## config.mk

```make
export PLATFORM = sky130hd
export DESIGN_NAME = alu_sum_accumulator_flat
export DESIGN_NICKNAME = d
export VERILOG_FILES = /design/src/rtl/alu_pkg.sv /design/src/rtl/alu_sum_accumulator_if.sv /design/src/rtl/alu_sum_accumulator.sv /design/src/flat_wrapper.sv
export SDC_FILE = /design/constraint.sdc
export NUM_CORES = 1
export LEC_CHECK = 0
export ABC_AREA = 1
export BUFFER_PORTS_ARGS = -buffer_cell sky130_fd_sc_hd__buf_4
export CORE_MARGIN = 5
export CORE_UTILIZATION = 40
export CTS_CLUSTER_DIAMETER = 30
export DETAILED_ROUTE_END_ITERATION = 8
export PLACE_DENSITY_LB_ADDON = 0.25
export SYNTH_ARGS = -nofsm -noshare
export SYNTH_HDL_FRONTEND = slang
export SYNTH_SLANG_ARGS = --single-unit
```

## constraint.sdc

```tcl
create_clock -name clk -period 1.9 [get_ports clk]
set_clock_uncertainty 0.2 [all_clocks]
set_input_delay 0.095 -clock clk [delete_from_list [all_inputs] [get_ports clk]]
set_output_delay 0.095 -clock clk [all_outputs]
set_load 0.02 [all_outputs]
```

## src/rtl/alu_pkg.sv

```systemverilog
// Shared ALU definitions: adder result width and the accumulator FSM state type.
package alu_pkg;

   localparam int ALU_SUM_W = 8;

   typedef enum logic [0:0] {
      ACCUM = 1'b0,
      HOLD  = 1'b1
   } acc_state_t;

endpackage

```

## src/rtl/alu_sum_accumulator_if.sv

```systemverilog
// Handshake bundle between the adder, the sum accumulator and its consumer.
interface alu_sum_accumulator_if
   import alu_pkg::*;
#(
   parameter int IN_W  = ALU_SUM_W,
   parameter int ACC_W = 10
);

   logic             in_valid;
   logic             in_ready;
   logic [IN_W-1:0]  sum_in;
   logic             out_valid;
   logic             out_ready;
   logic [ACC_W-1:0] acc_out;
   logic             overflow;

   // master: drives sums in and takes results out
   modport master (
      output in_valid, sum_in, out_ready,
      input  in_ready, out_valid, acc_out, overflow
   );

   modport slave (
      input  in_valid, sum_in, out_ready,
      output in_ready, out_valid, acc_out, overflow
   );

endinterface

```

## src/rtl/alu_sum_accumulator.sv

```systemverilog
// Accumulates batches of COUNT unsigned adder sums and presents each batch total
// with a sticky overflow flag on a valid/ready output.
module alu_sum_accumulator
   import alu_pkg::*;
#(
   parameter int IN_W  = ALU_SUM_W,
   parameter int ACC_W = 10,
   parameter int COUNT = 4
)(
   input  logic                  clk,
   input  logic                  rst_n,
   input  logic                  clear,
   alu_sum_accumulator_if.slave  bus
);

   localparam int CNT_W = (COUNT > 1) ? $clog2(COUNT) : 1;
   localparam logic [CNT_W-1:0] CNT_LAST = CNT_W'(COUNT - 1);

   acc_state_t       state_r, state_s;
   logic [ACC_W-1:0] acc_r,   acc_s;
   logic [CNT_W-1:0] cnt_r,   cnt_s;
   logic             ovf_r,   ovf_s;
   logic [ACC_W:0]   add_s;
   logic             accept_s;

   // carry out of the ACC_W-bit add lands in the top bit
   assign add_s    = {1'b0, acc_r} + {1'b0, ACC_W'(bus.sum_in)};
   assign accept_s = bus.in_valid && (state_r == ACCUM);

   // next-state, accumulator, counter and overflow update; clear overrides everything
   always_comb begin
      state_s = state_r;
      acc_s   = acc_r;
      cnt_s   = cnt_r;
      ovf_s   = ovf_r;
      case (state_r)
         ACCUM: begin
            if (accept_s) begin
               acc_s = add_s[ACC_W-1:0];
               ovf_s = ovf_r | add_s[ACC_W];
               if (cnt_r == CNT_LAST) begin
                  cnt_s   = {CNT_W{1'b0}};
                  state_s = HOLD;
               end else begin
                  cnt_s = cnt_r + CNT_W'(1);
               end
            end else begin
               state_s = ACCUM;
            end
         end
         HOLD: begin
            if (bus.out_ready) begin
               state_s = ACCUM;
               acc_s   = {ACC_W{1'b0}};
               ovf_s   = 1'b0;
            end else begin
               state_s = HOLD;
            end
         end
         default: begin
            state_s = ACCUM;
            acc_s   = {ACC_W{1'b0}};
            cnt_s   = {CNT_W{1'b0}};
            ovf_s   = 1'b0;
         end
      endcase
      if (clear) begin
         state_s = ACCUM;
         acc_s   = {ACC_W{1'b0}};
         cnt_s   = {CNT_W{1'b0}};
         ovf_s   = 1'b0;
      end else begin
         state_s = state_s;
      end
   end

   // state register with synchronous active-low reset
   always_ff @(posedge clk) begin
      if (!rst_n) begin
         state_r <= ACCUM;
         acc_r   <= {ACC_W{1'b0}};
         cnt_r   <= {CNT_W{1'b0}};
         ovf_r   <= 1'b0;
      end else begin
         state_r <= state_s;
         acc_r   <= acc_s;
         cnt_r   <= cnt_s;
         ovf_r   <= ovf_s;
      end
   end

   // handshake outputs depend on the state register only
   assign bus.in_ready  = (state_r == ACCUM);
   assign bus.out_valid = (state_r == HOLD);
   assign bus.acc_out   = acc_r;
   assign bus.overflow  = ovf_r;

endmodule

```

## src/flat_wrapper.sv

```systemverilog
// flat-port wrapper written by rule: the top's interface ports become plain ports
module alu_sum_accumulator_flat import alu_pkg::*;
#(
   parameter int IN_W  = ALU_SUM_W,
   parameter int ACC_W = 10,
   parameter int COUNT = 4
)
  (clk, rst_n, clear, bus_in_valid, bus_sum_in, bus_out_ready, bus_in_ready, bus_out_valid, bus_acc_out, bus_overflow);
  alu_sum_accumulator_if #(.IN_W(IN_W), .ACC_W(ACC_W)) bus_i ();
  input  logic clk;
  input  logic rst_n;
  input  logic clear;
  input wire logic [$bits(bus_i.in_valid)-1:0] bus_in_valid;
  input wire logic [$bits(bus_i.sum_in)-1:0] bus_sum_in;
  input wire logic [$bits(bus_i.out_ready)-1:0] bus_out_ready;
  output wire logic [$bits(bus_i.in_ready)-1:0] bus_in_ready;
  output wire logic [$bits(bus_i.out_valid)-1:0] bus_out_valid;
  output wire logic [$bits(bus_i.acc_out)-1:0] bus_acc_out;
  output wire logic [$bits(bus_i.overflow)-1:0] bus_overflow;
  assign bus_i.in_valid = bus_in_valid;
  assign bus_i.sum_in = bus_sum_in;
  assign bus_i.out_ready = bus_out_ready;
  assign bus_in_ready = bus_i.in_ready;
  assign bus_out_valid = bus_i.out_valid;
  assign bus_acc_out = bus_i.acc_out;
  assign bus_overflow = bus_i.overflow;
  alu_sum_accumulator #(.IN_W(IN_W), .ACC_W(ACC_W), .COUNT(COUNT)) u_core (.clk(clk), .rst_n(rst_n), .clear(clear), .bus(bus_i));
endmodule
```

==> After elaboration in Yosys (flattened, before gate mapping) <==
Index checks and enable logic that the tools add are counted.
{ "totals": {"latchBits": 0, "reg_bits": 14, "ramBits": 0, "rom_bits": 0, "out_inout_bits": 13, "input_bits": 13, "memories": 0} }
{ "op_classes": {"mul": 0, "n_addsub": 2, "eq_ne": 3, "n_mux": 11, "n_reduce_logical": 4, "bitwise": 3, "div_mod_pow": 0, "magnitude_cmp": 0, "shifts": 0} }
{ "op_table": {"columns": ["cell", "n"], "rows": [
  ["10-bit 2-to-1 mux", 2],
  ["10-bit one-hot mux with 2 select lines", 1],
  ["10-bit by 8-bit adder with 11-bit output", 1],
  ["1-bit 2-to-1 mux", 5],
  ["1-bit one-hot mux with 2 select lines", 2],
  ["2-bit AND reduction", 2],
  ["2-bit by 1-bit adder with 2-bit output (second input constant)", 1],
  ["2-bit equality test (second input constant)", 1],
  ["2-bit 2-to-1 mux", 1],
  ["2-bit by 1-bit inequality test with 1-bit output (second input constant)", 1],
  ["2-bit inequality test (second input constant)", 1],
  ["1-bit NOT", 2],
  ["2-bit OR reduction", 1],
  ["1-bit logical AND", 1],
  ["1-bit OR", 1]
]} }

==> Longest topological paths before layout <==
{ "depth": {"word_depth": 4, "ltp_mapped": 11} }

==> Least setup slack after synthesis <==
No wires, ideal clock.
{ "synth_path": {"kind": "flip-flop to flip-flop", "from": "reg u_core.acc_r[0], in the netlist u_core.bus.acc_out[0]", "to": "reg u_core.acc_r[8], in the netlist u_core.bus.acc_out[8]", "synth_period_minus_slack_ns": 1.955, "required_time_ns": 1.578, "setup_time_ns": 0.122, "t_arrival_ns": 1.634, "path_slack_ns": -0.055, "stages_incl_launch_ff": 12, "path_cell_list": "dfxtp_1 > ha_1 > inv_1 > fa_1 > inv_1 > nand2_1 > nand2_2 > nand2_2 > o21ai_2 > nand2_1 > nand2_1 > a21oi_2"} }
{ "synth_between": {"elab_chain_cells": 3} }
{ "synth_lines": {"columns": ["item", "line_no", "text"], "rows": [
  ["start: declaration", "alu_sum_accumulator.sv:20", "logic [ACC_W-1:0] acc_r, acc_s;"],
  ["start signal: assignment", "alu_sum_accumulator.sv:81", "acc_r <= {ACC_W{1'b0}};"],
  ["start signal: assignment", "alu_sum_accumulator.sv:86", "acc_r <= acc_s;"],
  ["10-bit by 8-bit adder with 11-bit output", "alu_sum_accumulator.sv:27", "assign add_s = {1'b0, acc_r} + {1'b0, ACC_W'(bus.sum_in)};"],
  ["10-bit 2-to-1 mux", "alu_sum_accumulator.sv:38", "if (accept_s) begin"],
  ["10-bit one-hot mux with 2 select lines", "alu_sum_accumulator.sv:36", "case (state_r)"]
]} }
No other way between the ends. The select of a mux whose other input is x is not followed.
A chain may end at the register's enable or synchronous reset.

==> Final worst setup path <==
Same ends and word-level chain as after synthesis.

==> flow_summary.yaml <==
critical_path:
  crit_path_cell_trace: "ha_4 -> inv_2 -> fa_2 -> inv_2 -> nand2_2 -> nand2_2 -> nand2_2 -> o21ai_2 -> nand2_1 -> nand2_1 -> a21oi_2"
  crit_end: "u_core.bus.acc_out[8]"
  worst_setup_path_start_kind: "register"
  critPathMaxFanout: 3
  worstSetupPathType: "register to register"
  critPathLaunch: "u_core.bus.acc_out[0]"
  critPathMaxStageDelay_ps: 370
  timing.critical_path.mode_cell: "sky130_fd_sc_hd__nand2_2"
  cp_data_arrival_time_ps: 1820
  r2r_setup_slack_ps: 60
  slowest_stage: "sky130_fd_sc_hd__fa_2"
  endpoint_kind: "register"
  critical_path_required_ps: 1890
  critical_path.reg2reg.endpoint: "u_core.bus.acc_out[8]"
  regToRegStartpoint: "u_core.bus.acc_out[0]"
  rr_worst_depth: 11
die:
  die_area_um2: 3734
  io_pins: 26
  fp-row-count: 18
  core_region_area_um2: 2477
  chipHeight_um: 61.11
  floorplan.initialDensity_pct: 42.17
  die_width_um: 61.11
logic_synthesis:
  synth-seq-cells: 14
  ys_seq_area_share_pct: 26.83
  synth_area_per_cell_um2: 6.449
  synthesis.nets: 185
  netlist_area_um2: 1045
  synth_cell_types: 22
  yosys_warnings: 0
  netlist_instances: 162
sta:
  post-route-period-util_pct: 96.69
  setup-violations-final: 0
  finalHoldViolCount: 2
  slew-limit-headroom_pct: 75.39
  tightest_slew_ps: 368.7
  finalHoldWorstSlack_ps: -12.19
  rsz0062_at_grt: "yes"
  maxSlewViolCount: 0
  clock.fmax_mhz: 544.3
  post_layout_minimum_cycle_time_ps: 1837
place:
  place.detailed.hpwl_mm: 2.038
  final_replace_weighted_congestion: 0.8577
  placed_area_um2: 1271
  port_buffers: 25
finish:
  final_area_um2: 1418
  area_delta_synth_final_pct: 35.69
  core_occupancy_in_the_finished_layout_pct: 57.22
  diodes: 0
  design.final.nets: 225
  post_route_cells_drive_above_1_share_pct: 26.87
power_and_ir_drop:
  report.power.total_uw: 718.8
  p_leak_uw: 0.0007400
  power.density_cell_area_nw_per_um2: 507.0
  peakVddDrop_mv: 0.4646
clock_tree:
  clk_root_buffer_cell: "sky130_fd_sc_hd__clkbuf_4"
  numClockSinks: 14
  tritoncts: "done"
  cts.path.max_buffers: 2
  cts_htree_levels: 1
  clk_pin_slew_ps: 100
  worstSkewPairLatency_ps: 290
  tritoncts.num_buffers: 3
grt:
  grtUsageTotal_pct: 16.04
  grt_pass1_vias: 1018
  antenna_found_initial: 0
  grt_pass1_wl_mm: 4.388
  globalRouteOverflowTotal: 0
  grt_start_max_net_pins: 11
route:
  drtAntennaViolNets: 0
  post_drt_wl_per_cell_um: 12.27
  routed_wire_length_mm: 2.835
  via_count: 1154
  detailedRoute.firstPassIterationCount: 4
  number_of_design_rule_violations_left_by_the_first_detailed_router_iteration: 56
  routed_via_density: 4.996
  route.detailed.drc: 0
worst_hold_path:
  hold_path_depth: 5
  hold_path.class: "input pin to register"
run:
  drv_cap: 0
status:
  failed_checks: "negative hold slack"
  status: "finished, violations left"
-- synthesized netlist by cell type --
cell	number	area (um2)
sky130_fd_sc_hd__a21boi_0	1	7.510
sky130_fd_sc_hd__clkinv_1	1	3.750
sky130_fd_sc_hd__nand2_2	3	18.77
sky130_fd_sc_hd__o21ai_2	1	8.760
sky130_fd_sc_hd__nand4_1	1	6.260
sky130_fd_sc_hd__nor2_4	2	22.52
sky130_fd_sc_hd__inv_1	27	101.4
sky130_fd_sc_hd__or2_0	1	6.260
sky130_fd_sc_hd__ha_1	9	112.6
sky130_fd_sc_hd__nand3b_1	1	7.510
sky130_fd_sc_hd__o211a_1	1	10.01
sky130_fd_sc_hd__nand3_1	14	70.07
sky130_fd_sc_hd__fa_1	1	20.02
sky130_fd_sc_hd__o21ai_0	4	20.02
sky130_fd_sc_hd__buf_4	1	7.510
sky130_fd_sc_hd__a21oi_1	11	55.05
sky130_fd_sc_hd__nor2_2	1	6.260
sky130_fd_sc_hd__inv_2	1	3.750
sky130_fd_sc_hd__a21oi_2	5	43.79
sky130_fd_sc_hd__dfxtp_1	14	280.3
sky130_fd_sc_hd__nand2_1	51	191.4
sky130_fd_sc_hd__nor2_1	11	41.29
-- worst min-delay path by stage --
stage / end / from / slack (ps)
final: u_core.cnt_r[1] / rst_n / -10
after global routing: u_core.cnt_r[1] / rst_n / -1
after CTS: u_core.bus.acc_out[0] / bus_sum_in[0] / 20
after detailed placement: u_core.bus.out_valid / bus_in_valid / 180
after global placement: u_core.bus.out_valid / bus_in_valid / 160
after floorplan: u_core.bus.out_valid / bus_in_valid / 50
-- what timing repair did --
item                       4_1_cts  5_1_grt
hold endpoints to repair         6        0
buffers inserted                 1        3
setup endpoints to repair        2        2
pin swaps                        2        6
resized for setup                3        5
hold buffers                     6        0
-- cell families after synthesis --
| family | Yosys count | synth area share [%] |
|---|---|---|
| flip-flops | 14 | 26.83 |
| AND/OR/NAND/NOR | 85 | 35.45 |
| AO/OA/AOI/OAI | 23 | 13.89 |
| adder cells (fa/ha/maj) | 10 | 12.69 |
| buffers and inverters | 30 | 11.14 |
-- registers in the layout, summed over array words and instances, names as in the netlist --
| signal | cells |
|---|---|
| u_core.bus.acc_out | 10 |
| u_core.cnt_r | 2 |
| u_core.bus.overflow | 1 |
| u_core.bus.out_valid | 1 |
-- worst max-delay path, delay by kind of cell, from the launching register on --
family,cells,cell delay (ps)
buffers and inverters,2,110
flip-flops,1,360
adder cells (fa/ha/maj),2,520
AO/OA/AOI/OAI,2,200
AND/OR/NAND/NOR,5,340
-- layout make-up --
type	instances	area, um2
Sequential cell	14	281.5
Timing Repair Buffer	36	285.3
Fill cell	245	1060
Tap cell	30	37.54
Multi-Input combinational cell	118	668.1
Inverter	29	108.9
Clock buffer	4	36.28
-- through the flow --
| stage | setup TNS, ps | instances | setup slack [ps] |
|---|---|---|---|
| after floorplan | 0 | 162 | 32.40 |
| after global placement | 0 | 217 | 58.86 |
| after detailed placement | -71.53 | 217 | -42.85 |
| after CTS | 0 | 228 | 1.352 |
| after global routing | -58.13 | 231 | -33.98 |
| final | 0 | 231 | 62.87 |
-- power breakdown --
part	switching [uW]	internal [uW]	total [uW]	leakage, uW
Sequential	7.54	302	310	0.000114
Clock	109	117	226	0.0000210
Combinational	104	78.8	183	0.000605
Total	221	498	719	0.000740
-- cell usage in the layout, fill, tap and decap left out, drive strengths merged, types with 4 or more instances in the layout --
cell type    instances
a21oi               16
clkbuf               4
ha                   9
dfxtp               14
nand2               54
buf                 30
dlygate4sd3          6
nor2                14
nand3               14
o21ai                5
inv                 28
-- routing by layer --
layer | vias up | GRT usage (%) | share of wire [%]
met1 | 531 | 19.29 | 42
met5 | - | 0 | 0
li1 | 588 | - | -
met3 | 5 | 3.564 | 5.5
met2 | 30 | 27.49 | 51
met4 | 0 | 6.502 | 2.2
Note: power is estimated with default switching activity, not from simulation.
